## config.mk

```make
export PLATFORM = sky130hd
export DESIGN_NAME = gpr_seq_flat
export DESIGN_NICKNAME = d
export VERILOG_FILES = /design/src/rtl/gpr_seq_if.sv /design/src/rtl/gpr_seq.sv /design/src/flat_wrapper.sv
export SDC_FILE = /design/constraint.sdc
export NUM_CORES = 1
export LEC_CHECK = 0
export ABC_AREA = 1
export BUFFER_PORTS_ARGS = -buffer_cell sky130_fd_sc_hd__buf_2
export CAP_MARGIN = 15
export CORE_MARGIN = 3
export CORE_UTILIZATION = 32
export CTS_CLUSTER_DIAMETER = 150
export CTS_CLUSTER_SIZE = 25
export DETAILED_ROUTE_END_ITERATION = 7
export GPL_TIMING_DRIVEN = 0
export PLACE_DENSITY_LB_ADDON = 0.25
export RECOVER_POWER = 25
export SLEW_MARGIN = 20
export SYNTH_ARGS = -nofsm -noshare
export SYNTH_HDL_FRONTEND = slang
export SYNTH_SLANG_ARGS = --single-unit
```

## constraint.sdc

```tcl
create_clock -name clk -period 1.85 [get_ports clk]
set_input_delay 0.185 -clock clk [delete_from_list [all_inputs] [get_ports clk]]
set_output_delay 0.185 -clock clk [all_outputs]
set_load 0.02 [all_outputs]
```

## src/rtl/gpr_seq_if.sv

```systemverilog
// Command, register-file and result signals of the GPR sequencer, bundled so
// the sequencer and whatever drives it share one typed connection.
interface gpr_seq_if #(
    parameter int DATA_W = 14,
    parameter int ADDR_W = 12,
    parameter int REG_W  = 4
);
    logic              cmd_valid;
    logic              cmd_ready;
    logic [1:0]        cmd_op;
    logic [REG_W-1:0]  cmd_ra;
    logic [REG_W-1:0]  cmd_rb;
    logic [REG_W-1:0]  cmd_rc;
    logic [REG_W-1:0]  cmd_rd;
    logic [DATA_W-1:0] cmd_imm;
    logic [ADDR_W-1:0] gpr_addr;
    logic [DATA_W-1:0] gpr_data;
    logic              gpr_rd;
    logic              gpr_wr;
    logic [DATA_W-1:0] gpr_q;
    logic              res_valid;
    logic [DATA_W-1:0] res_data;
    logic [7:0]        done_cnt;

    // Command issuer / register-file side.
    modport master (
        output cmd_valid, cmd_op, cmd_ra, cmd_rb, cmd_rc, cmd_rd, cmd_imm, gpr_q,
        input  cmd_ready, gpr_addr, gpr_data, gpr_rd, gpr_wr, res_valid, res_data, done_cnt
    );

    // Sequencer side.
    modport slave (
        input  cmd_valid, cmd_op, cmd_ra, cmd_rb, cmd_rc, cmd_rd, cmd_imm, gpr_q,
        output cmd_ready, gpr_addr, gpr_data, gpr_rd, gpr_wr, res_valid, res_data, done_cnt
    );
endinterface

```

## src/rtl/gpr_seq.sv

```systemverilog
// GPR sequencer: accepts one command at a time and turns it into register-file
// read/write strobes. SUM/SUMW read three operands (the register file returns
// their sum one cycle later), WRI writes an immediate. Commands are serialized.
module gpr_seq #(
    parameter int DATA_W = 14,
    parameter int ADDR_W = 12,
    parameter int REG_W  = 4
) (
    input  logic     clk,
    input  logic     rst,
    gpr_seq_if.slave bus
);
    localparam logic [1:0] OP_NOP  = 2'd0;
    localparam logic [1:0] OP_WRI  = 2'd1;
    localparam logic [1:0] OP_SUM  = 2'd2;
    localparam logic [1:0] OP_SUMW = 2'd3;

    typedef enum logic [1:0] {
        IDLE  = 2'd0,
        READ  = 2'd1,
        WAIT  = 2'd2,
        WRITE = 2'd3
    } state_t;

    state_t            state;
    state_t            state_next;
    logic              ready;
    logic              accept;
    logic [1:0]        op_q;
    logic [REG_W-1:0]  ra_q;
    logic [REG_W-1:0]  rb_q;
    logic [REG_W-1:0]  rc_q;
    logic [REG_W-1:0]  rd_q;
    logic [DATA_W-1:0] imm_q;
    logic [DATA_W-1:0] res_q;
    logic [7:0]        done_q;

    // Ready is forced low during reset so nothing can be accepted then.
    assign ready  = (state == IDLE) && !rst;
    assign accept = bus.cmd_valid && ready;

    assign bus.cmd_ready = ready;
    assign bus.res_data  = res_q;
    assign bus.done_cnt  = done_q;

    // State register; reset aborts any command in flight.
    always_ff @(posedge clk or posedge rst) begin
        if (rst) state <= IDLE;
        else     state <= state_next;
    end

    // Capture the whole command on the accepting edge.
    always_ff @(posedge clk or posedge rst) begin
        if (rst) begin
            op_q  <= OP_NOP;
            ra_q  <= '0;
            rb_q  <= '0;
            rc_q  <= '0;
            rd_q  <= '0;
            imm_q <= '0;
        end else if (accept) begin
            op_q  <= bus.cmd_op;
            ra_q  <= bus.cmd_ra;
            rb_q  <= bus.cmd_rb;
            rc_q  <= bus.cmd_rc;
            rd_q  <= bus.cmd_rd;
            imm_q <= bus.cmd_imm;
        end
    end

    // The register file's sum is valid during WAIT; hold it until the next one.
    always_ff @(posedge clk or posedge rst) begin
        if (rst)                 res_q <= '0;
        else if (state == WAIT)  res_q <= bus.gpr_q;
    end

    // Every command that reaches WRITE completes on leaving it; 8-bit wrap.
    always_ff @(posedge clk or posedge rst) begin
        if (rst)                 done_q <= '0;
        else if (state == WRITE) done_q <= done_q + 8'd1;
    end

    // Next-state and strobe decode; strobes are purely a function of state.
    always_comb begin
        state_next    = state;
        bus.gpr_rd    = 1'b0;
        bus.gpr_wr    = 1'b0;
        bus.res_valid = 1'b0;
        bus.gpr_addr  = '0;
        bus.gpr_data  = '0;
        case (state)
            IDLE: begin
                if (accept) begin
                    case (bus.cmd_op)
                        OP_WRI:          state_next = WRITE;
                        OP_SUM, OP_SUMW: state_next = READ;
                        default:         state_next = IDLE;
                    endcase
                end
            end
            READ: begin
                bus.gpr_rd   = 1'b1;
                bus.gpr_addr = ADDR_W'({ra_q, rb_q, rc_q});
                state_next   = WAIT;
            end
            WAIT: begin
                state_next = WRITE;
            end
            WRITE: begin
                state_next = IDLE;
                if (op_q == OP_WRI) begin
                    bus.gpr_wr   = 1'b1;
                    bus.gpr_addr = ADDR_W'(rd_q);
                    bus.gpr_data = imm_q;
                end else if (op_q == OP_SUMW) begin
                    bus.gpr_wr    = 1'b1;
                    bus.gpr_addr  = ADDR_W'(rd_q);
                    bus.gpr_data  = res_q;
                    bus.res_valid = 1'b1;
                end else if (op_q == OP_SUM) begin
                    bus.res_valid = 1'b1;
                end
            end
            default: state_next = IDLE;
        endcase
    end
endmodule

```

## src/flat_wrapper.sv

```systemverilog
// flat-port wrapper written by rule: the top's interface ports become plain ports
module gpr_seq_flat 
#(
    parameter int DATA_W = 14,
    parameter int ADDR_W = 12,
    parameter int REG_W  = 4
)
  (clk, rst, bus_cmd_valid, bus_cmd_op, bus_cmd_ra, bus_cmd_rb, bus_cmd_rc, bus_cmd_rd, bus_cmd_imm, bus_gpr_q, bus_cmd_ready, bus_gpr_addr, bus_gpr_data, bus_gpr_rd, bus_gpr_wr, bus_res_valid, bus_res_data, bus_done_cnt);
  gpr_seq_if #(.DATA_W(DATA_W), .ADDR_W(ADDR_W), .REG_W(REG_W)) bus_i ();
  input  logic clk;
  input  logic rst;
  input wire logic [$bits(bus_i.cmd_valid)-1:0] bus_cmd_valid;
  input wire logic [$bits(bus_i.cmd_op)-1:0] bus_cmd_op;
  input wire logic [$bits(bus_i.cmd_ra)-1:0] bus_cmd_ra;
  input wire logic [$bits(bus_i.cmd_rb)-1:0] bus_cmd_rb;
  input wire logic [$bits(bus_i.cmd_rc)-1:0] bus_cmd_rc;
  input wire logic [$bits(bus_i.cmd_rd)-1:0] bus_cmd_rd;
  input wire logic [$bits(bus_i.cmd_imm)-1:0] bus_cmd_imm;
  input wire logic [$bits(bus_i.gpr_q)-1:0] bus_gpr_q;
  output wire logic [$bits(bus_i.cmd_ready)-1:0] bus_cmd_ready;
  output wire logic [$bits(bus_i.gpr_addr)-1:0] bus_gpr_addr;
  output wire logic [$bits(bus_i.gpr_data)-1:0] bus_gpr_data;
  output wire logic [$bits(bus_i.gpr_rd)-1:0] bus_gpr_rd;
  output wire logic [$bits(bus_i.gpr_wr)-1:0] bus_gpr_wr;
  output wire logic [$bits(bus_i.res_valid)-1:0] bus_res_valid;
  output wire logic [$bits(bus_i.res_data)-1:0] bus_res_data;
  output wire logic [$bits(bus_i.done_cnt)-1:0] bus_done_cnt;
  assign bus_i.cmd_valid = bus_cmd_valid;
  assign bus_i.cmd_op = bus_cmd_op;
  assign bus_i.cmd_ra = bus_cmd_ra;
  assign bus_i.cmd_rb = bus_cmd_rb;
  assign bus_i.cmd_rc = bus_cmd_rc;
  assign bus_i.cmd_rd = bus_cmd_rd;
  assign bus_i.cmd_imm = bus_cmd_imm;
  assign bus_i.gpr_q = bus_gpr_q;
  assign bus_cmd_ready = bus_i.cmd_ready;
  assign bus_gpr_addr = bus_i.gpr_addr;
  assign bus_gpr_data = bus_i.gpr_data;
  assign bus_gpr_rd = bus_i.gpr_rd;
  assign bus_gpr_wr = bus_i.gpr_wr;
  assign bus_res_valid = bus_i.res_valid;
  assign bus_res_data = bus_i.res_data;
  assign bus_done_cnt = bus_i.done_cnt;
  gpr_seq #(.DATA_W(DATA_W), .ADDR_W(ADDR_W), .REG_W(REG_W)) u_core (.clk(clk), .rst(rst), .bus(bus_i));
endmodule
```

==> impl_metrics.csv <==
group,metric,value,unit
outcome,outcome,"finished clean",
sta,worst_pin_slew,779,ps
hold_path,hold_path_class,"input port to flop",
routing,wl_per_cell,13.1,um
routing,vias_per_cell,4.50,
sta,finalSetupViolations,0,
critical_path,worst_path_largest_cell_delay,470,ps
routing,first_iter_violations,100,
global_routing,use_met2,0.268,
layout,final_core_utilization,0.452,
critical_path,crit_start,"u_core.state[0]",
pwr,peakVddDrop,486,uV
sta,fin_ws,94.1,ps
sta,hold_slack,61.1,ps
routing,vias,2514,
global_routing,grt_pass1_wl,12100,um
layout,fin_area,3600,um^2
critical_path,crit_fanout,10,
global_routing,busiest_layer,"met2",
placement,placed_area,3350,um^2
layout,final_common_cell,"nand2_1",
placement,port_buffers,99,
clock_tree,clkTransAtPathRegs,110,ps
run,cap_viol_max_count,0,
die,pin_count,101,
yosys,yosys_warnings,0,
layout,most-common-layout-cells,"161 x nand2_1, 93 x buf_2, 55 x dfrtp_1, 32 x nand3_1, 25 x inv_1",
sta,period_share,0.949,
global_routing,grt.total_usage,0.155,
die,start_util,0.340,
yosys,syn_nets,399,
critical_path,reg2reg_slack,330,ps
clock_tree,cts.path.max_buffers,2,
critical_path,r2r_end,"u_core.bus.res_data[8]",
die,die_w,97.9,um
clock_tree,cts-root-buf,"clkbuf_8",
critical_path,critPathBufInv,4,
pwr,powerDensity,1560,nW/um^2
global_routing,grt_util_met1,0.196,
placement,dp_slack,92.1,ps
critical_path,cp_slowest_cell,"dfrtp_2",
global_routing,grt_max_degree,32,
global_routing,grt.overflow.total,0,
pwr,total_power,5.62,mW
clock_tree,clock_latency,310,ps
yosys,syn_avg_cell_area,7.86,um^2
critical_path,worstPathRequired,1660,ps
pwr,p_leak,2.05,nW
yosys,synth_area,2710,um^2
clock_tree,numClockSinks,56,
critical_path,path_class,"flop to primary output",
clock_tree,cts_buffers,5,
critical_path,endpoint,"bus_gpr_data[9]",
layout,syn_to_final_growth,33.2,%
critical_path,arrival,1570,ps
clock_tree,h-tree-depth,2,
die,core,7970,um^2
sta,slew_headroom,0.480,
routing,dr.pass1.iters,4,
global_routing,grt_pass1_vias,2561,
layout,finish.net_count,511,
layout,num_antenna_cells,0,
placement,place_hpwl,5530,um
placement,gp_congestion,0.811,
critical_path,crit_path_start_kind,"flop",
clock_tree,cts_tree,"built",
routing,wirelength,7300,um
critical_path,reg2regPathDepth,6,
global_routing,met3_usage,0.0350,
sta,fin_skew,9.55,ps
critical_path,path_cells,"ha_2, buf_6, inv_2, buf_8, a21oi_1, buf_4",
die,dieArea,9590,um^2
routing,route.detailed.drc,0,
critical_path,crit_family,"buffers and inverters",
critical_path,crit-reg2reg-launch,"u_core.state[1]",
critical_path,endpoint_kind,"primary output",
layout,drive_above_1_share,0.326,
yosys,ys_ff_latch,56,
sta,timing.final.crit_period,1760,ps
yosys,synth_seq_area_share,0.518,
routing,postRouteAntennaNets,0,
critical_path,worstSetupPathDepth,6,
die,die_h,97.9,um
die,num_rows,32,
global_routing,antenna_found_initial,0,
sta,slew_viol_final,0,
sta,max_freq,0.570,GHz
sta,rsz0062_at_grt,"no",
yosys,synth.distinct_cells,22,
yosys,netlist_instances,344,
sta,final_hold_viol_count,0,
==> where the power goes <==
group	internal [mW]	switching [mW]
combinational	0.965	1.62
sequential	1.81	0.417
clock	0.401	0.408
==> area by class of cell <==
class	count	area [um^2]
Buffer	16	126
Clock buffer	5	68.8
Clock inverter	3	42.5
Fill cell	854	4360
Inverter	32	124
Multi-Input combinational cell	240	1130
Sequential cell	56	1400
Tap cell	102	128
Timing Repair Buffer	105	577
==> flip-flops by register name, summed over array words and instances (netlist names) <==
signal               flops
u_core.state             2
u_core.rb_q              4
u_core.op_q              2
u_core.ra_q              4
u_core.rd_q              4
u_core.bus.res_data     14
u_core.rc_q              4
u_core.imm_q            14
u_core.bus.done_cnt      8
==> how the worst min path moves through the flow <==
stage                             start                      end  slack [ps]  cells after the start
after floorplan                     rst   u_core.bus.done_cnt[0]         270                      1
after global placement     bus_gpr_q[7]   u_core.bus.res_data[7]         380                      3
after detailed placement            rst           u_core.ra_q[3]         340                      2
after CTS                  bus_gpr_q[7]   u_core.bus.res_data[7]          50                      3
after global routing      bus_gpr_q[10]  u_core.bus.res_data[10]          50                      3
final                      bus_gpr_q[7]   u_core.bus.res_data[7]          60                      3
==> logic make-up (layout without fill, tap and decap cells) <==
kind of cell / Yosys count / after routing / share of synthesized area
buffers and inverters: 48 / 161 / 0.0837
xor gates and xnor gates: 4 / 4 / 0.0130
DFF: 56 / 56 / 0.518
adders and majority gates: 6 / 6 / 0.0278
AOI/OAI and AO/OA: 25 / 25 / 0.0481
and+or+nand+nor: 205 / 205 / 0.309
==> tightest hold or removal path, delay by kind of cell <==
family | cells | cell delay [ps]
buffers and inverters | 1 | 70
AND/OR/NAND/NOR | 2 | 90
==> through the flow <==
step                instances  setup TNS (ps)
floorplan                 344               0
global placement          545          -15190
detailed placement        546               0
CTS                       558           -6.29
global route              559               0
finish                    559               0
==> routing by layer <==
layer	vias up	share of wire	routed length (um)
met5	-	0	0
met4	0	0.012	86
li1	1277	-	-
met3	6	0.051	369
met2	55	0.49	3540
met1	1176	0.45	3300
==> cell usage after synthesis <==
master	count	area (um^2)
xor2_1	3	26.3
nand3_2	1	10.0
o21ai_0	4	20.0
o22ai_1	1	6.26
o21ai_1	1	5.00
nand3_1	32	160
ha_1	6	75.1
a21oi_1	18	90.1
buf_4	4	30.0
nor2_1	6	22.5
nand2_1	162	608
inv_2	2	7.51
nand3b_1	1	7.51
dfrtp_1	56	1400
nor2_2	1	6.26
xnor2_1	1	8.76
buf_6	3	33.8
a22o_1	1	8.76
buf_2	7	35.0
inv_1	30	113
clkbuf_1	2	7.51
nor2_4	2	22.5
==> what timing repair did <==
item | in CTS | in global routing
setup endpoints to repair | 14 | 27
pin swaps | 1 | 1
hold endpoints to repair | 12 | 0
resized for setup | 7 | 33
hold buffers | 2 | 0
buffers inserted | 2 | 1
No activity file was read; power rests on OpenSTA's default activity.
